### src/rtl/timer_pkg.sv
// Shared constants and the prescaler exponent clamp for the timer counting core.
package timer_pkg;

  localparam int         TIMER_CNT_W   = 64;
  localparam logic [3:0] TIMER_DIV_MAX = 4'd8;
  localparam int         TIMER_PRE_W   = 8;

  // Exponents above the legal maximum saturate rather than alias.
  function automatic logic [3:0] div_clamp(input logic [3:0] val, input logic [3:0] lim);
    return (val > lim) ? lim : val;
  endfunction

endpackage

### src/rtl/timer_prescaler.sv
// Power-of-two prescaler: tracks the divide phase and emits the per-cycle increment strobe.
module timer_prescaler
  import timer_pkg::*;
#(
  parameter logic [3:0] DIV_MAX = TIMER_DIV_MAX
) (
  input  logic       clk,
  input  logic       rst_n,
  input  logic       timer_en,
  input  logic       div_en,
  input  logic [3:0] div_val,
  input  logic       count_clr,
  input  logic       halt,
  output logic       inc
);

  localparam logic [TIMER_PRE_W:0] ONE = 1;

  logic [TIMER_PRE_W-1:0] pre_cnt;
  logic [3:0]             div_shadow;
  logic [3:0]             div_eff;
  logic [TIMER_PRE_W:0]   pre_last;
  logic                   at_last;
  logic                   restart;

  always_comb begin
    div_eff  = div_clamp(div_val, DIV_MAX);
    pre_last = (ONE << div_eff) - ONE;
    at_last  = ({1'b0, pre_cnt} == pre_last);
    // A new divide ratio always starts a fresh period.
    restart  = ~timer_en | ~div_en | count_clr | (div_val != div_shadow);
    inc      = timer_en & ~count_clr & ~halt & (div_en ? at_last : 1'b1);
  end

  always_ff @(posedge clk or negedge rst_n) begin
    if (!rst_n) begin
      pre_cnt    <= '0;
      div_shadow <= '0;
    end else begin
      div_shadow <= div_val;
      if (restart) begin
        pre_cnt <= '0;
      end else if (halt) begin
        pre_cnt <= pre_cnt;
      end else if (at_last) begin
        pre_cnt <= '0;
      end else begin
        pre_cnt <= pre_cnt + 1'b1;
      end
    end
  end

endmodule

### src/rtl/timer_counter.sv
// 64-bit timer count with prescaler, half-word software load, clear and tick strobe.
// Optional debug freeze is enabled by defining TIMER_DBG_HALT_EN.
module timer_counter
  import timer_pkg::*;
#(
  parameter int         CNT_W   = TIMER_CNT_W,
  parameter logic [3:0] DIV_MAX = TIMER_DIV_MAX
) (
  input  logic             sys_clk,
  input  logic             sys_rst_n,
  input  logic             timer_en,
  input  logic             div_en,
  input  logic [3:0]       div_val,
  input  logic             count_clr,
  input  logic             ld_lo,
  input  logic             ld_hi,
  input  logic [31:0]      ld_data,
`ifdef TIMER_DBG_HALT_EN
  input  logic             dbg_halt,
`endif
  output logic [CNT_W-1:0] count,
  output logic             tick
);

  logic inc;
  logic load;
  logic halt;

`ifdef TIMER_DBG_HALT_EN
  assign halt = dbg_halt;
`else
  assign halt = 1'b0;
`endif

  assign load = ld_lo | ld_hi;

  timer_prescaler #(
    .DIV_MAX(DIV_MAX)
  ) u_prescaler (
    .clk      (sys_clk),
    .rst_n    (sys_rst_n),
    .timer_en (timer_en),
    .div_en   (div_en),
    .div_val  (div_val),
    .count_clr(count_clr),
    .halt     (halt),
    .inc      (inc)
  );

  // Clear beats load beats increment; an increment lost to a load raises no tick.
  always_ff @(posedge sys_clk or negedge sys_rst_n) begin
    if (!sys_rst_n) begin
      count <= '0;
      tick  <= 1'b0;
    end else begin
      tick <= inc & ~load;
      if (count_clr) begin
        count <= '0;
      end else if (load) begin
        if (ld_lo) count[31:0]       <= ld_data;
        if (ld_hi) count[CNT_W-1:32] <= ld_data;
      end else if (inc) begin
        count <= count + 1'b1;
      end
    end
  end

endmodule
### config.mk
export PLATFORM = sky130hd
export DESIGN_NAME = timer_counter
export DESIGN_NICKNAME = d
export VERILOG_FILES = /design/src/rtl/timer_pkg.sv /design/src/rtl/timer_prescaler.sv /design/src/rtl/timer_counter.sv
export SDC_FILE = /design/constraint.sdc
export NUM_CORES = 1
export LEC_CHECK = 0
export ABC_AREA = 1
export ABC_CLOCK_PERIOD_IN_PS = 2400
export CAP_MARGIN = 20
export CORE_MARGIN = 2
export CORE_UTILIZATION = 54
export CTS_CLUSTER_SIZE = 8
export DETAILED_ROUTE_END_ITERATION = 8
export PLACE_DENSITY_LB_ADDON = 0.12
export SLEW_MARGIN = 5
export SYNTH_ARGS = -nofsm -noshare
export SYNTH_HDL_FRONTEND = slang
export SYNTH_SLANG_ARGS = --single-unit
### constraint.sdc
create_clock -name sys_clk -period 2.4 [get_ports sys_clk]
set_input_delay 0.48 -clock sys_clk [delete_from_list [all_inputs] [get_ports sys_clk]]
set_output_delay 0.48 -clock sys_clk [all_outputs]
set_load 0.01 [all_outputs]
Word-level counts from Yosys, hierarchy flattened
Cells that the tools add are included.

storage, ports and cells
  flip-flop bits (word level) = 77
  input bits = 43
  output and inout port bits = 65

cells by class
  add/subtract/negate cells = 3
  order comparisons = 1
  equality and inequality tests = 4
  shift-type cells = 1
  multiplexer cells = 9
  bitwise logic cells = 11
  reduce and logical (&&, ||, !) cells = 3

operator list
  operator                                                            count
  64-bit 2-to-1 mux                                                   3
  64-bit by 1-bit adder with 64-bit output, second input constant     1
  32-bit 2-to-1 mux                                                   2
  8-bit 2-to-1 mux                                                    2
  8-bit by 9-bit equality test with 1-bit output                      1
  1-bit by 4-bit << shifter with 9-bit output, first input constant   1
  9-bit by 1-bit subtractor with 9-bit output, second input constant  1
  8-bit by 1-bit adder with 8-bit output, second input constant       1
  3-bit inequality test, second input constant                        2
  4-bit greater-than comparator, second input constant                1
  4-bit 2-to-1 mux                                                    1
  4-bit inequality test                                               1
  1-bit inverter                                                      4
  1-bit bitwise OR                                                    4
  2-bit AND reduction                                                 2
  1-bit bitwise AND                                                   3
  3-bit nonzero test                                                  1
  1-bit 2-to-1 mux                                                    1

Logic depth before layout (Yosys ltp)
Gate-level depths: netlist of the first run.

  word-level depth = 10
  mapped depth = 21
  depth with buffers taken out = 19

Cells and area by module
Synthesis of the first run repeated with hierarchy kept, for this count alone.

second synthesis, totals
  cells, all modules = 1,032
  area, all modules = 6,132.1 µm²

by module, submodules not included
  module           instances  cells each  area an instance (µm²)  seq. area each (µm²)
  timer_counter    1          893         5,176.2                 1,626.6
  timer_prescaler  1          139         955.9                   300.3

Least setup slack after synthesis of the first run
No wires, ideal clock.

  kind = input -> register
  start point = in div_val[3]
  end point = reg count[10]
  setup time = 0.117 ns
  arrival time = 2.184 ns
  data required time = 2.283 ns
  slack = 0.099 ns
  stages = 20
  path buffers = 3
  path through = buf_6 -> inv_2 -> nand2_2 -> nor2_2 -> inv_1 -> ha_1 -> nand2_1 -> inv_1 -> nor2_1 -> nand3_1 -> nor2_1 -> nand2_1 -> nor2_1 -> nand2_1 -> nand2_2 -> nand2_2 -> buf_6 -> buf_6 -> nand3_1 -> nand2_1

between the ends
  longest elaborated chain between the ends = 9

ends and longest elaborated chain
  element                                             line                   RTL
  start: declaration                                  timer_counter.sv:13    input logic [3:0] div_val,
  4-bit greater-than comparator                       timer_pkg.sv:10        return (val > lim) ? lim : val;
  4-bit 2-to-1 mux (*)                                timer_pkg.sv:10
  1-bit by 4-bit << shifter with 9-bit output (*)     timer_prescaler.sv:28  pre_last = (ONE << div_eff) - ONE;
  9-bit by 1-bit subtractor with 9-bit output (*)     timer_prescaler.sv:28
  8-bit by 9-bit equality test with 1-bit output (*)  timer_prescaler.sv:29  at_last = ({1'b0, pre_cnt} == pre_last);
  1-bit 2-to-1 mux (*)                                timer_prescaler.sv:32  inc = timer_en & ~count_clr & ~halt & (div_en ? at_last : 1'b1);
  1-bit bitwise AND (*)                               timer_prescaler.sv:32
  3-bit nonzero test (no source line) (*)             --
  2-bit AND reduction (no source line) (*)            --
  end signal: assignment                              timer_counter.sv:60    if (ld_lo) count[31:0] <= ld_data;
  end signal: indexed assignment                      timer_counter.sv:61    if (ld_hi) count[CNT_W-1:32] <= ld_data;
  end signal: assignment                              timer_counter.sv:63    count <= count + 1'b1;
  end: declaration                                    timer_counter.sv:21    output logic [CNT_W-1:0] count,

Every way passes the cells marked *; elsewhere a longest branch is shown, timed or not.
A chain may end at the register's enable or synchronous reset.

Worst setup path after layout of the first run
  start point = in div_val[2]
  end point = reg count[33]

The elaborated chain is that of the path after synthesis.

==> flow_summary.toml, run 1 <==
[critical_path]
critPathMaxFanout = 11
worst-setup-path-type = "in2reg"
timing.rr.end = "count[56]"
r2r_cells = 12
crit_top_cell = "nand2_1"
crit_family = "simple AND/OR/NAND/NOR gates"
worstPathRequired_ns = 2.72
rrSetupSlack_ns = 0.26
endpoint_kind = "flop"
timing.critical_path.buf_inv = 5
critPathMaxStageDelay_ns = 0.25
worstPathCellList = "clkdlybuf4s15_1, inv_2, buf_4, nand3_2, ha_4, nand2_1, inv_1, nor2_1, nand3_1, nor2_1, nand2_1, nor2_1, nand2_1, nand2_2, nand3_4, nand2_8, clkbuf_16, nand2_1, nand2_1"
r2r-start = "count[0]"
cp_slowest_cell = "ha_4"
arrival_ns = 2.49
start_kind = "primary input"

[layout]
area_delta_synth_final_pct = 30.31
nets = 1109
final_area_um2 = 7655
diodes = 0
instances_no_fill = 1207
drive_gt1_share_pct = 8.154

[sta]
setup_viol = 0
fmax_ghz = 0.4613
finalCritPeriodShare_pct = 90.33
relSlewSlack_pct = 68.32
finClkSkew_ns = 0.01338
rsz0062_at_grt = "false"
finalHoldViolCount = 0
finalMaxSlewViolations = 0
worst_pin_slew_ns = 0.4702
post-route-min-period_ns = 2.168

[placed_design]
place_congestion = 1.086
placed_area_um2 = 7298
hpwl_um = 15650
dpl.cell_count = 1187
io_buffers = 107

[drt]
num_vias = 6811
wl_per_cell_um = 17.11
ant_nets = 0
drtPass1Iterations = 5
vias_per_cell = 5.643
drt_iter0_markers = 593
drc = 0
routed_wirelength_um = 20650

[power_and_ir_drop]
p_seq_share_pct = 43.3
power-per-cell-area_nw_per_um2 = 474.7
leakagePower_nw = 3.274
peakVddDrop_v = 0.0003707
p_int_w = 0.002515
clkPwrFrac_pct = 32.6
switching_share_pct = 30.81
p_sw_w = 0.001119
combPwrFrac_pct = 24.1

[clocking]
cts.clk_slew.worst_paths_ns = 0.09
clkSinkCount = 77
htreeDepth = 3
cts_made_buffers = 9
cts_root_buf = "clkbuf_8"
tritoncts = "built"
postCtsHoldBufs = 0
clock_path_buffers = 2
worst_skew_pair.late_latency_ns = 0.38

[grt]
grt_pass1_wl_um = 32780
globalRouteOverflowTotal = 0
grt_max_degree = 58
antenna_found_initial = 0
grt_util_all_layers_pct = 36.33
grt_pass1_vias = 6359

[synthesis]
synth.cell_area_um2 = 5874
yosysTopAreaCell = "dfrtp_1"
synthCells = 933
syn-num-nets = 979
ys_ff_latch = 77
yosysSeqAreaShare_pct = 32.80
synthDistinctLibCells = 27
yosysWarnings = 0
synthTopCellsByArea = "dfrtp_1 (33%), nand2_1 (21%), nand3_1 (8.3%), nor2_1 (8.2%), xor2_1 (5.4%)"
synth_top_cell_area_share_pct = 32.80
syn_area_per_cell_um2 = 6.296

[min_path]
min_path_type = "in2async"

[floorplanning]
io_pins = 108
start_util_pct = 54.67
rows = 38
die-area_um2 = 11730
core_area_um2 = 10750
die_y_um = 108.3
die_w_um = 108.3

[status]
status = "complete, no violations"

[run]
cap_violations = 0
[worst register-to-register path, stage by stage, from the launching register on]
cell and delay, ns:
dfrtp_1 0.50, ha_1 0.23, nand2_1 0.08, nor2_2 0.25, nand2_1 0.21, inv_1 0.15
nand2_1 0.15, nor2_1 0.17, nand2_1 0.06, nand2_1 0.07, a21oi_1 0.05, nand2_1 0.08
nand2_1 0.04
[cell families (layout without fill, tap and decap cells)]
group / Yosys count / after routing / share of synthesized area (%)
and+or+nand+nor: 612 / 612 / 43.56
AOI/OAI and AO/OA: 113 / 113 / 10.10
buffers and inverters: 86 / 220 / 6.645
DFF: 77 / 77 / 32.80
xor gates and xnor gates: 42 / 42 / 6.262
adders and majority gates: 3 / 3 / 0.6390
[per-stage QoR]
stage          utilization (%)  hold slack (ns)  setup TNS (ns)  setup slack [ns]  power (W)
4_1_cts                  70.48          0.03099               0           0.02089   0.003621
3_5_place_dp             67.92           0.4434          -29.16           -0.4393   0.002436
2_1_floorplan                -           0.1844               0           0.09893   0.001960
5_1_grt                  71.24          0.05424               0           0.02434   0.003777
3_3_place_gp             67.92           0.4382          -25.58           -0.3794   0.002423
6_report                 71.24          0.01886               0            0.2322   0.003634
[layout make-up]
| type | instances | area [µm²] |
|---|---|---|
| Multi-Input combinational cell | 770 | 3606 |
| Fill cell | 959 | 3090 |
| Sequential cell | 77 | 1927 |
| Timing Repair Buffer | 151 | 1516 |
| Inverter | 54 | 202.7 |
| Tap cell | 140 | 175.2 |
| Clock buffer | 10 | 127.6 |
| Clock inverter | 5 | 100.1 |
[sequential cells by signal, summed over array words and instances, names as in the netlist]
name,flops
count,64
tick,1
u_prescaler.pre_cnt,8
u_prescaler.div_shadow,4
[cell usage in the layout (no fill, tap or decap), types with 6 or more instances in the layout]
cell type          n
a21oi_1           61
buf_4             35
clkbuf_8           9
dfrtp_1           77
o21bai_1          11
clkdlybuf4s50_1  102
nor2_2             7
xor2_1            36
nand4_1           16
xnor2_1            6
inv_1             48
nand2_1          334
nor2_1           125
nand3_1           97
o21ai_0           39
nor3_1            17
[power groups by stage]
| stage | Clock, W | Combinational [W] | Sequential, W |
|---|---|---|---|
| CTS | 0.00119 | 0.000858 | 0.00157 |
| global placement | 0 | 0.000832 | 0.00159 |
| detailed placement | 0 | 0.000844 | 0.00159 |
| global route | 0.00123 | 0.000961 | 0.00159 |
| finish | 0.00118 | 0.000876 | 0.00157 |
| floorplan | 0 | 0.000368 | 0.00159 |
[worst max-delay path by stage]
| stage | startpoint | endpoint | slack (ns) | depth (start not counted) |
|---|---|---|---|---|
| floorplan | div_val[3] | count[10] | 0.1 | 20 |
| global placement | div_val[1] | count[3] | -0.38 | 19 |
| detailed placement | div_val[3] | count[0] | -0.44 | 20 |
| CTS | div_val[0] | count[45] | 0.02 | 20 |
| global route | div_val[2] | count[45] | 0.02 | 19 |
| finish | div_val[2] | count[33] | 0.23 | 19 |
[cells in the mapped netlist]
master      n
nand2_2     3
inv_2       4
nand2_1   334
nand3_1    98
buf_4       3
or2_2       3
xor2_1     36
a21oi_1    61
nor2_2      6
buf_2       3
xnor2_1     6
o21bai_1   11
nor2_1    128
o21ai_0    39
nor3_1     17
o21ai_1     2
clkinv_1    1
nand2_4     2
nand3_4     1
inv_1      49
nor2_4      1
nor3b_1     3
ha_1        3
clkbuf_1   19
nand4_1    16
dfrtp_1    77
buf_6       7
[routing by layer]
layer / GRT usage (%) / vias to the layer above / part of all wire, %
li1: - / 3279 / -
met1: 48.62 / 3171 / 41
met2: 58.67 / 310 / 47
met3: 5.244 / 51 / 8.1
met4: 15.75 / 0 / 3.7
met5: 0 / - / 0
[what timing repair did]
action,4_1_cts,5_1_grt
gates resized for setup,6,12
endpoints found under the setup margin,65,73
cloned,1,2
hold endpoints to repair,0,0
pin swaps,1,9
setup buffers,2,0
Power figures use the tool's default switching activity.
==> run 2: changes to the inputs <==
Settings changed: TNS_END_PERCENT set to 5.
==> run 2 against run 1 <==
Net effect: final cell count is 0.17% lower; global-route usage fell by 0.48 points; sequential power is essentially flat; non-clock buffer count is 2 lower; clock skew is 0.0024 ns lower; highest routed layer unchanged.
==> flow_summary.toml, run 2 (synthesized netlist as in run 1, its figures left out) <==
[drt]
drc = 0
vias_per_cell = 5.639
drtPass1Iterations = 5
num_vias = 6795
routed_wirelength_um = 20490
wl_per_cell_um = 17.01
drt_iter0_markers = 656
ant_nets = 0

[critical_path]
critPathMaxFanout = 11
arrival_ns = 2.51
crit_top_cell = "nand2_1"
worstPathRequired_ns = 2.72
rrSetupSlack_ns = 0.28
r2r_cells = 12
worstPathCellList = "clkdlybuf4s15_1, nor2_2, nand3_1, ha_4, nand2_1, inv_1, nor2_1, nand3_1, nor2_1, nand2_1, nor2_1, nand2_1, nand2_2, nand3_4, nand2_8, clkbuf_16, nand2_1, nand2_1"
crit_family = "simple AND/OR/NAND/NOR gates"
r2r-start = "count[0]"
endpoint_kind = "flop"
critPathMaxStageDelay_ns = 0.26
worst-setup-path-type = "in2reg"
crit_start = "div_val[1]"
cp_slowest_cell = "ha_4"
timing.rr.end = "count[56]"
cp.depth = 18
start_kind = "primary input"
timing.critical_path.buf_inv = 3
worstSetupEndpoint = "count[33]"

[sta]
setup_viol = 0
finalCritPeriodShare_pct = 91.24
setup_slack_ns = 0.2102
fmax_ghz = 0.4567
finClkSkew_ns = 0.01096
post-route-min-period_ns = 2.190
finalMaxSlewViolations = 0
worst_pin_slew_ns = 0.4743
finalHoldViolCount = 0
relSlewSlack_pct = 68.04

[layout]
final_common_cell = "nand2_1"
drive_gt1_share_pct = 7.793
area_delta_synth_final_pct = 29.71
largest_reg_flops = 64
largestRegisters = "count x64, u_prescaler.pre_cnt x8, u_prescaler.div_shadow x4"
largest_register = "count"
nets = 1107
diodes = 0
final_cell_mix = "nand2_1 (334), nor2_1 (125), clkdlybuf4s50_1 (102), nand3_1 (98), dfrtp_1 (77)"
final_area_um2 = 7620

[clocking]
clock_path_buffers = 2
tritoncts = "built"
clkSinkCount = 77
htreeDepth = 3
worst_skew_pair.late_latency_ns = 0.39
cts_root_buf = "clkbuf_8"
cts.clk_slew.worst_paths_ns = 0.09
cts_made_buffers = 9

[power_and_ir_drop]
power-per-cell-area_nw_per_um2 = 476.3
peakVddDrop_v = 0.0003706
leakagePower_nw = 3.253

[floorplanning]
core_area_um2 = 10750
die_y_um = 108.3
die-area_um2 = 11730
io_pins = 108
start_util_pct = 54.67
die_w_um = 108.3
rows = 38

[status]
status = "complete, no violations"

[grt]
antenna_found_initial = 0
grt_pass1_wl_um = 32390
grt_max_degree = 58
grt_util_all_layers_pct = 35.85
globalRouteOverflowTotal = 0
grt_pass1_vias = 6316

[placed_design]
dp_slack_ns = -0.4393
placed_area_um2 = 7298
place_congestion = 1.086
io_buffers = 107
hpwl_um = 15650

[min_path]
min_path_type = "in2async"

[run]
cap_violations = 0
## run 2: worst min-delay path by stage
stage,slack [ns],cells past startpoint,start,to
finish,0.02,1,sys_rst_n,count[6]
global route,0.05,1,sys_rst_n,count[6]
CTS,0.03,1,sys_rst_n,count[6]
detailed placement,0.44,1,sys_rst_n,count[6]
global placement,0.44,1,sys_rst_n,count[4]
floorplan,0.18,0,sys_rst_n,count[0]
## run 2: worst register-to-register path, cell delays in order (launching register included)
cell,delay (ns)
dfrtp_1,0.50
ha_1,0.22
nand2_1,0.08
nor2_2,0.25
nand2_1,0.20
inv_1,0.14
nand2_1,0.15
nor2_1,0.16
nand2_1,0.06
nand2_1,0.07
a21oi_1,0.05
nand2_1,0.08
nand2_1,0.04
## run 2: cell type report
class                      instances  area [µm²]
tap                              140       175.2
clock buffer                      10       127.6
timing repair buffer             149        1486
sequential                        77        1927
clock inverter                     5       100.1
fill                             966        3126
multi-input combinational        770        3601
inverter                          54       202.7
## run 2: through the flow
step | TNS [ns] | hold slack [ns] | total power [W] | utilization, % | cells
after detailed placement | -29.16 | 0.4434 | 0.002436 | 67.92 | 1187
final | 0 | 0.01705 | 0.003629 | 70.91 | 1205
after floorplan | 0 | 0.1844 | 0.001960 | - | 933
after global routing | -0.01768 | 0.05415 | 0.003768 | 70.91 | 1205
after CTS | 0 | 0.03099 | 0.003610 | 70.04 | 1202
after global placement | -25.58 | 0.4382 | 0.002423 | 67.92 | 1187
## run 2: what timing repair did
item                                    4_1_cts  5_1_grt
buffers inserted                              0        1
resized for setup                             4       11
endpoints found under the setup margin       65       73
hold buffers                                  0        0
gates cloned                                  0        2
pin swaps                                     0       10
## run 2: where the power goes
group	switching, W	leakage, nW	total [W]	internal (W)
registers	0.000176	1.00	0.00157	0.00140
logic	0.000438	2.14	0.000867	0.000429
clock network	0.000506	0.116	0.00119	0.000682
total	0.00112	3.25	0.00363	0.00251
## run 2: metal layers
metal | vias up | track usage (%) | share of wire (%)
met5 | - | 0 | 0
met4 | 0 | 15.66 | 3.9
met3 | 60 | 5.244 | 8.7
met2 | 349 | 58.09 | 46
met1 | 3116 | 47.73 | 41
li1 | 3270 | - | -
